File: config.mk
export PLATFORM = sky130hd
export DESIGN_NAME = ysyx_22041207_div
export DESIGN_NICKNAME = d
export VERILOG_FILES = /design/src/rtl/ysyx_22041207_div.sv
export SDC_FILE = /design/constraint.sdc
export NUM_CORES = 1
export LEC_CHECK = 0
export CORE_MARGIN = 1.5
export CORE_UTILIZATION = 51
export CTS_CLUSTER_DIAMETER = 80
export DETAILED_ROUTE_END_ITERATION = 8
export PLACE_DENSITY_LB_ADDON = 0.15
export SYNTH_ARGS = -nofsm -noshare
export SYNTH_HDL_FRONTEND = slang
export SYNTH_SLANG_ARGS = --single-unit
File: constraint.sdc
create_clock -name clk -period 11.7 [get_ports clk]
set_clock_uncertainty 0.05 [all_clocks]
set_input_delay 1.17 -clock clk [delete_from_list [all_inputs] [get_ports clk]]
set_output_delay 1.17 -clock clk [all_outputs]
set_load 0.02 [all_outputs]
File: src/rtl/ysyx_22041207_div.sv
// Radix-2 restoring divider for RV64M DIV/DIVU/REM/REMU and their W forms.
// Valid/ready responder: one-cycle request, one-cycle out_valid strobe, flush abort.
module ysyx_22041207_div (
    input  logic        clk,
    input  logic        rst,
    input  logic        div_valid,
    input  logic        flush,
    input  logic        div_signed,
    input  logic        divw,
    input  logic [63:0] dividend,
    input  logic [63:0] divisor,
    output logic        div_ready,
    output logic        out_valid,
    output logic [63:0] quotient,
    output logic [63:0] remainder
);

    localparam int unsigned W  = 64;
    localparam int unsigned HW = 32;
    localparam int unsigned CW = 7;

    localparam logic [1:0] S_IDLE = 2'd0;
    localparam logic [1:0] S_BUSY = 2'd1;
    localparam logic [1:0] S_DONE = 2'd2;

    logic [1:0]    state_q, state_d;
    logic [CW-1:0] cnt_q, cnt_d;
    logic [W-1:0]  rem_q, rem_d;
    logic [W-1:0]  dvd_q, dvd_d;
    logic [W-1:0]  dvs_q, dvs_d;
    logic          neg_q_q, neg_q_d;
    logic          neg_r_q, neg_r_d;
    logic          divw_q, divw_d;
    logic          ready_q, ready_d;
    logic          valid_q, valid_d;
    logic [W-1:0]  quo_q, quo_d;
    logic [W-1:0]  rmd_q, rmd_d;

    function automatic logic [W-1:0] sext32(input logic [HW-1:0] x);
        return {{HW{x[HW-1]}}, x};
    endfunction

    // Accept-time decode: signs, magnitudes and special cases
    logic          a_neg, b_neg, dvs_zero, ovf;
    logic [W-1:0]  a_mag64, b_mag64;
    logic [HW-1:0] a_mag32, b_mag32;

    always_comb begin
        a_neg    = div_signed & (divw ? dividend[HW-1] : dividend[W-1]);
        b_neg    = div_signed & (divw ? divisor[HW-1]  : divisor[W-1]);
        a_mag64  = a_neg ? -dividend : dividend;
        b_mag64  = b_neg ? -divisor  : divisor;
        a_mag32  = a_neg ? -dividend[HW-1:0] : dividend[HW-1:0];
        b_mag32  = b_neg ? -divisor[HW-1:0]  : divisor[HW-1:0];
        dvs_zero = divw ? (divisor[HW-1:0] == '0) : (divisor == '0);
        ovf      = div_signed & (divw ?
                   (dividend[HW-1:0] == 32'h8000_0000 && divisor[HW-1:0] == 32'hFFFF_FFFF) :
                   (dividend == 64'h8000_0000_0000_0000 && divisor == 64'hFFFF_FFFF_FFFF_FFFF));
    end

    // One restoring step; the shifted partial remainder is 65 bits so the compare cannot overflow
    logic [W:0]    rem_sh;
    logic          ge;
    logic [W-1:0]  rem_new, dvd_new;
    logic [HW-1:0] q32, r32;
    logic [W-1:0]  q64, r64, quo_res, rmd_res;

    always_comb begin
        rem_sh  = {rem_q, dvd_q[W-1]};
        ge      = rem_sh >= {1'b0, dvs_q};
        rem_new = ge ? (rem_sh[W-1:0] - dvs_q) : rem_sh[W-1:0];
        dvd_new = {dvd_q[W-2:0], ge};
        q32     = neg_q_q ? -dvd_new[HW-1:0] : dvd_new[HW-1:0];
        r32     = neg_r_q ? -rem_new[HW-1:0] : rem_new[HW-1:0];
        q64     = neg_q_q ? -dvd_new : dvd_new;
        r64     = neg_r_q ? -rem_new : rem_new;
        quo_res = divw_q ? sext32(q32) : q64;
        rmd_res = divw_q ? sext32(r32) : r64;
    end

    always_comb begin
        state_d = state_q;
        cnt_d   = cnt_q;
        rem_d   = rem_q;
        dvd_d   = dvd_q;
        dvs_d   = dvs_q;
        neg_q_d = neg_q_q;
        neg_r_d = neg_r_q;
        divw_d  = divw_q;
        ready_d = ready_q;
        valid_d = 1'b0;
        quo_d   = quo_q;
        rmd_d   = rmd_q;
        case (state_q)
            S_IDLE: begin
                if (div_valid && ready_q && !flush) begin
                    ready_d = 1'b0;
                    if (dvs_zero) begin
                        quo_d   = '1;
                        rmd_d   = divw ? sext32(dividend[HW-1:0]) : dividend;
                        valid_d = 1'b1;
                        state_d = S_DONE;
                    end else if (ovf) begin
                        quo_d   = divw ? sext32(dividend[HW-1:0]) : dividend;
                        rmd_d   = '0;
                        valid_d = 1'b1;
                        state_d = S_DONE;
                    end else begin
                        rem_d   = '0;
                        dvd_d   = divw ? {a_mag32, {HW{1'b0}}} : a_mag64;
                        dvs_d   = divw ? {{HW{1'b0}}, b_mag32} : b_mag64;
                        neg_q_d = a_neg ^ b_neg;
                        neg_r_d = a_neg;
                        divw_d  = divw;
                        cnt_d   = divw ? CW'(HW) : CW'(W);
                        state_d = S_BUSY;
                    end
                end
            end
            S_BUSY: begin
                rem_d = rem_new;
                dvd_d = dvd_new;
                cnt_d = cnt_q - CW'(1);
                if (cnt_q == CW'(1)) begin
                    quo_d   = quo_res;
                    rmd_d   = rmd_res;
                    valid_d = 1'b1;
                    state_d = S_DONE;
                end
            end
            S_DONE: begin
                state_d = S_IDLE;
                ready_d = 1'b1;
            end
            default: begin
                state_d = S_IDLE;
                ready_d = 1'b1;
            end
        endcase
        // Abort wins over everything, including a same-cycle request or final step
        if (flush) begin
            state_d = S_IDLE;
            ready_d = 1'b1;
            valid_d = 1'b0;
            quo_d   = quo_q;
            rmd_d   = rmd_q;
        end
    end

    always_ff @(posedge clk) begin
        if (!rst) begin
            state_q <= S_IDLE;
            cnt_q   <= '0;
            rem_q   <= '0;
            dvd_q   <= '0;
            dvs_q   <= '0;
            neg_q_q <= 1'b0;
            neg_r_q <= 1'b0;
            divw_q  <= 1'b0;
            ready_q <= 1'b1;
            valid_q <= 1'b0;
            quo_q   <= '0;
            rmd_q   <= '0;
        end else begin
            state_q <= state_d;
            cnt_q   <= cnt_d;
            rem_q   <= rem_d;
            dvd_q   <= dvd_d;
            dvs_q   <= dvs_d;
            neg_q_q <= neg_q_d;
            neg_r_q <= neg_r_d;
            divw_q  <= divw_d;
            ready_q <= ready_d;
            valid_q <= valid_d;
            quo_q   <= quo_d;
            rmd_q   <= rmd_d;
        end
    end

    assign div_ready = ready_q;
    assign out_valid = valid_q;
    assign quotient  = quo_q;
    assign remainder = rmd_q;

endmodule
## Word level (Yosys, flattened, before mapping)

Index checks and enable logic that the tools add are counted.

| word-level totals | value |
|---|---|
| register bits | 334 |
| input port bits | 134 |
| word-level logic and storage cells | 111 |

| cells by class | value |
|---|---|
| $add $sub $neg | 10 |
| order comparisons | 1 |
| equal/unequal tests | 11 |
| mux-type cells | 53 |
| bitwise logic cells | 9 |
| reduce and logical (&&, ||, !) cells | 15 |

Operator list:

| operator | count |
|---|---|
| 64-bit two-way mux | 24 |
| 64-bit case mux with 2 select lines | 4 |
| 64-bit negation | 4 |
| 64-bit equality test (second input constant) | 2 |
| 32-bit two-way mux | 4 |
| 32-bit negation | 4 |
| 65-bit by 64-bit >= comparator with 1-bit output | 1 |
| 32-bit equality test (second input constant) | 2 |
| 64-bit logical NOT | 1 |
| 64-bit subtractor | 1 |
| 32-bit logical NOT | 1 |
| 7-bit two-way mux | 4 |
| 7-bit case mux with 2 select lines | 1 |
| 1-bit two-way mux | 9 |
| 2-bit two-way mux | 4 |
| 2-bit inequality test (second input constant) | 4 |
| 4-bit AND reduction | 2 |
| 7-bit by 1-bit equality test with 1-bit output (second input constant) | 1 |
| 7-bit by 1-bit subtractor with 7-bit output (second input constant) | 1 |
| 1-bit NOT | 5 |
| 5-bit AND reduction | 1 |
| 1-bit logical AND | 4 |
| 1-bit case mux with 2 select lines | 2 |
| 2-bit case mux with 2 select lines | 1 |
| 9 further kinds | 12 |

## Logic depth before layout (Yosys ltp)

| depth | value |
|---|---|
| word-level depth | 8 |
| depth in mapped cells | 27 |
| depth with buffers taken out | 22 |

## Worst setup path before layout

OpenSTA, ideal clock, no wires.

| path | value |
|---|---|
| kind | reg-to-reg |
| from | register rem_q[23] |
| to | register quo_q[60], in the netlist quotient[60] |
| library setup time | 0.128 ns |
| arrival time | 5.285 ns |
| required time | 11.522 ns |
| setup slack | 6.237 ns |
| cell stages (with the launch flop) | 26 |
| buffers on the path | 5 |
| period minus slack after synthesis | 5.463 ns |
| path through | dfxtp_1 ha_1 buf_2 a21oi_1 o21a_1 o21ai_1 a221o_1 o211ai_4 nand2_8 inv_4 buf_2 buf_1 clkbuf_1 ha_1 nand2_1 or3_1 clkbuf_1 or2_1 nor2_1 nand4_1 or2_2 o31ai_1 xor2_1 o21ai_0 a22oi_1 nor2_1 |

| between the ends | value |
|---|---|
| longest elaborated chain between the ends | 6 |

RTL lines:

| what | RTL line | RTL |
|---|---|---|
| start: declaration | 28 | `logic [W-1:0] rem_q, rem_d;` |
| start signal: assignment | 167 | `rem_q <= rem_d;` |
| 65-bit by 64-bit >= comparator with 1-bit output * | 70 | `ge = rem_sh >= {1'b0, dvs_q};` |
| 64-bit negation / 32-bit negation (equally long branches) | 75, 73 |  |
| 64-bit two-way mux / 32-bit two-way mux (equally long branches) | 75, 73 |  |
| 64-bit two-way mux * | 77 | `quo_res = divw_q ? sext32(q32) : q64;` |
| 64-bit two-way mux * | 124 | `if (cnt_q == CW'(1)) begin` |
| 64-bit case mux with 2 select lines * | 94 | `case (state_q)` |
| end signal: assignment | 175 | `quo_q <= quo_d;` |
| end: declaration | 36 | `logic [W-1:0] quo_q, quo_d;` |

Mark *: on every way between the ends. The rest lies on a longest branch, timed or not. The select of a mux whose other input is x is not followed.
A chain may end at the register's enable or synchronous reset.

## Worst setup path in the final report

| path | value |
|---|---|
| from | register rem_q[40] |
| to | register rmd_q[60], in the netlist remainder[60] |

| between the ends | value |
|---|---|
| longest elaborated chain between the ends | 7 |

RTL lines:

| what | RTL line | RTL |
|---|---|---|
| 64-bit subtractor / 65-bit by 64-bit >= comparator with 1-bit output (equally long branches) | 71, 70 |  |
| 64-bit two-way mux * | 71 | `rem_new = ge ? (rem_sh[W-1:0] - dvs_q) : rem_sh[W-1:0];` |
| 64-bit negation / 32-bit negation (equally long branches) | 76, 74 |  |
| 64-bit two-way mux / 32-bit two-way mux (equally long branches) | 76, 74 |  |
| 64-bit two-way mux * | 78 | `rmd_res = divw_q ? sext32(r32) : r64;` |
| 64-bit two-way mux * | 124 |  |
| 64-bit case mux with 2 select lines * | 94 |  |
| end signal: assignment | 176 | `rmd_q <= rmd_d;` |
| end: declaration | 37 | `logic [W-1:0] rmd_q, rmd_d;` |

Marked as above.

==> flow_metrics.py <==
metrics = {
    "critical_path": {
        "end_kind": "flop",
        "crit_path_cell_trace": "ha_1, nand4_1, nor2_1, nand2_1, or4_1, o21ai_1, a221oi_2, buf_4, nand2_8, inv_4, a21oi_1, ha_1, o21a_1, nand4_1, nor4_4, nand2_1, o2111a_1, a311o_1",
        "cp-start-kind": "flop",
        "crit_buf_inv": 2,
        "cp.required_ns": 12.11,
        "crit_type": "flop to flop",
        "path_max_fanout": 91,
        "cpMaxStageDelayCell": "nand2_8",
        "crit_family": "simple AND/OR/NAND/NOR gates",
        "worstPathArrival_ns": 7.52,
        "slowest_delay_ns": 0.61,
    },
    "pwr": {
        "p_per_area_nw_per_um2": 199,
        "p_leak_nw": 11.2,
        "peakVddDrop_mv": 0.208,
    },
    "drt": {
        "dr.first_iter.drc_count": 4296,
        "drcViolationCount": 0,
        "vias": 30400,
        "ant_nets": 0,
        "wire_per_inst_um": 26.9,
        "viasPerCell": 6.94,
        "drt-total-wl_um": 118000,
        "dr.pass1.iters": 7,
    },
    "synthesis": {
        "yosys_warnings": 0,
        "ys_ff_latch": 334,
        "syn_nets": 3810,
        "synth_edf_count": 0,
        "synth-main-ff-cell": "dfxtp_1",
        "synth.avg_cell_area_um2": 7.24,
        "synth_area_leaders": "dfxtp_1, nor2_1, a21oi_1",
        "synth-seq-area-share_pct": 25.6,
        "yosysTopAreaCell": "dfxtp_1",
        "synth_top_area_share_pct": 25.6,
        "syn-instance-count": 3604,
        "syn_area_um2": 26100,
        "ys_types": 106,
        "ys_async_sr_fraction_pct": 0,
    },
    "timing": {
        "post-route-min-period_ns": 7.12,
        "slew_viol_final": 0,
        "hold_viol_final": 0,
        "relSlewSlack_pct": 20.9,
        "setup-tns-final_ns": 0,
        "fmax_mhz": 140,
        "setup_viol": 0,
        "period_share_pct": 60.8,
        "rsz0062_at_grt": "no",
        "worst_pin_slew_ns": 1.19,
        "hold-worst-slack_ns": 0.404,
    },
    "layout": {
        "fillers": 4655,
        "drive_above_1_share_pct": 5.33,
        "final_common_cell": "nor2_1",
        "post-route-util_pct": 60.5,
        "fin_nets": 3890,
        "area_delta_synth_final_pct": 16.6,
        "final_cell_mix": "nor2_1, dfxtp_1, nand2_1",
    },
    "global_routing": {
        "grtUsageTotal_pct": 43.0,
        "grt_overflow_total": 0,
        "grt_pass1_vias": 27500,
        "grt_pass1_wl_um": 174000,
        "grt_max_degree": 116,
        "antenna_found_initial": 4,
    },
    "clocking": {
        "path_clk_slew_ns": 0.06,
        "cts_inserted_buffers": 42,
        "cts_tree": "yes",
        "cts_buffer_depth": 3,
        "post_cts_resized": 0,
        "clockRootBuffer": "clkbuf_16",
        "cts_sinks": 334,
        "post_cts_buffers": 0,
        "htreeDepth": 2,
        "clock_latency_ns": 0.60,
        "postCtsHoldBufs": 0,
    },
    "floorplan": {
        "core_area_um2": 50300,
        "io_pins": 264,
        "fp.dieW_um": 229,
        "fp-row-count": 82,
        "start_util_pct": 51.9,
        "fp.dieH_um": 229,
        "dieArea_um2": 52500,
    },
    "status": {
        "status": "completed",
    },
    "place": {
        "dp_hpwl_um": 88300,
        "gp_congestion": 1.05,
        "io_buffers": 263,
    },
    "flow_run": {
        "drv_cap": 0,
    },
    "min_path": {
        "hp-class": "flop to flop",
    },
}
==> where the power goes <==
| group | switching (W) | internal [W] | leakage, nW |
|---|---|---|---|
| Sequential | 0.0000476 | 0.00118 | 2.71 |
| Combinational | 0.00223 | 0.00109 | 7.75 |
| Clock | 0.000577 | 0.000944 | 0.764 |
| Total | 0.00285 | 0.00321 | 11.2 |
==> flip-flops by register name, indices dropped and copies added, names as in the netlist, 2 cells and up <==
name,flops
quotient,64
remainder,64
dvd_q,64
rem_q,64
dvs_q,64
cnt_q,7
state_q,2
==> cell families after synthesis <==
family | share of synthesized area (%)
mux | 2.39
flops | 25.6
xor+xnor | 8.96
buf+inv | 5.89
fa+ha+maj | 3.48
compound gates | 30.1
simple gates | 23.5
==> final cells by class <==
type / count / area (um^2) / area share [%]
Inverter: 118 / 453 / 1.49
Clock buffer: 53 / 1150 / 3.79
Multi-Input combinational cell: 2884 / 17900 / 58.9
Sequential cell: 334 / 6690 / 22.0
Tap cell: 672 / 841 / 2.76
Clock inverter: 22 / 420 / 1.38
Antenna cell: 1 / 2.50 / 0.00823
Timing Repair Buffer: 304 / 2930 / 9.64
==> final timing paths <==
path,to,startpoint,slack [ns],cells past startpoint
hold reg to reg,quotient[14]$_SDFFE_PN0P_,quotient[14]$_SDFFE_PN0P_,0.40,2
setup reg to reg,remainder[60]$_SDFFE_PN0P_,rem_q[40]$_SDFFE_PN0P_,4.58,18
setup / recovery,remainder[60]$_SDFFE_PN0P_,rem_q[40]$_SDFFE_PN0P_,4.58,18
hold / removal,quotient[14]$_SDFFE_PN0P_,quotient[14]$_SDFFE_PN0P_,0.40,2
==> worst reg2reg max path, cell delays in order, from the launching register on <==
cell      delay [ns]
dfxtp_1         0.40
ha_1            0.54
nand4_1         0.50
nor2_1          0.32
nand2_1         0.11
or4_1           0.50
o21ai_1         0.30
a221oi_2        0.06
buf_4           0.28
nand2_8         0.63
inv_4           0.46
a21oi_1         0.41
ha_1            0.33
o21a_1          0.43
nand4_1         0.32
nor4_4          0.54
nand2_1         0.23
o2111a_1        0.29
a311o_1         0.31
==> per-stage QoR <==
| step | power, W | setup slack (ns) | cells | cell area [um^2] |
|---|---|---|---|---|
| after global routing | 0.00626 | 4.36 | 4387 | 30400 |
| after floorplan | 0.00348 | 6.24 | 3604 | 26100 |
| final | 0.00606 | 4.58 | 4388 | 30400 |
| after detailed placement | 0.00437 | 4.64 | 4312 | 28800 |
| after CTS | 0.00588 | 4.95 | 4387 | 30400 |
| after global placement | 0.00433 | 4.84 | 4312 | 28800 |
==> cells in the mapped netlist (all sizes together) (23+ instances only) <==
library cell / number
nand2b: 24
nand4: 59
a22oi: 35
clkbuf: 195
buf: 73
nor3: 124
ha: 71
dfxtp: 334
o41ai: 31
a221oi: 48
a31oi: 115
nor2: 468
nor4: 49
xor2: 145
inv: 117
xnor2: 122
o31ai: 52
a211oi: 65
mux2i: 51
or4: 27
o211ai: 58
nand3: 83
nand2: 308
a21oi: 279
and2: 23
a21o: 28
or3: 46
o21ai: 264
==> routing by layer <==
metal | global-route usage (%) | vias up | share of wire, %
met5 | 0 | - | 0.021
met4 | 25.3 | 4 | 6.8
met3 | 10.2 | 435 | 12
met2 | 65.2 | 2203 | 43
met1 | 55.6 | 14400 | 38
li1 | - | 13400 | -
Note: power is estimated with default switching activity, not from simulation.
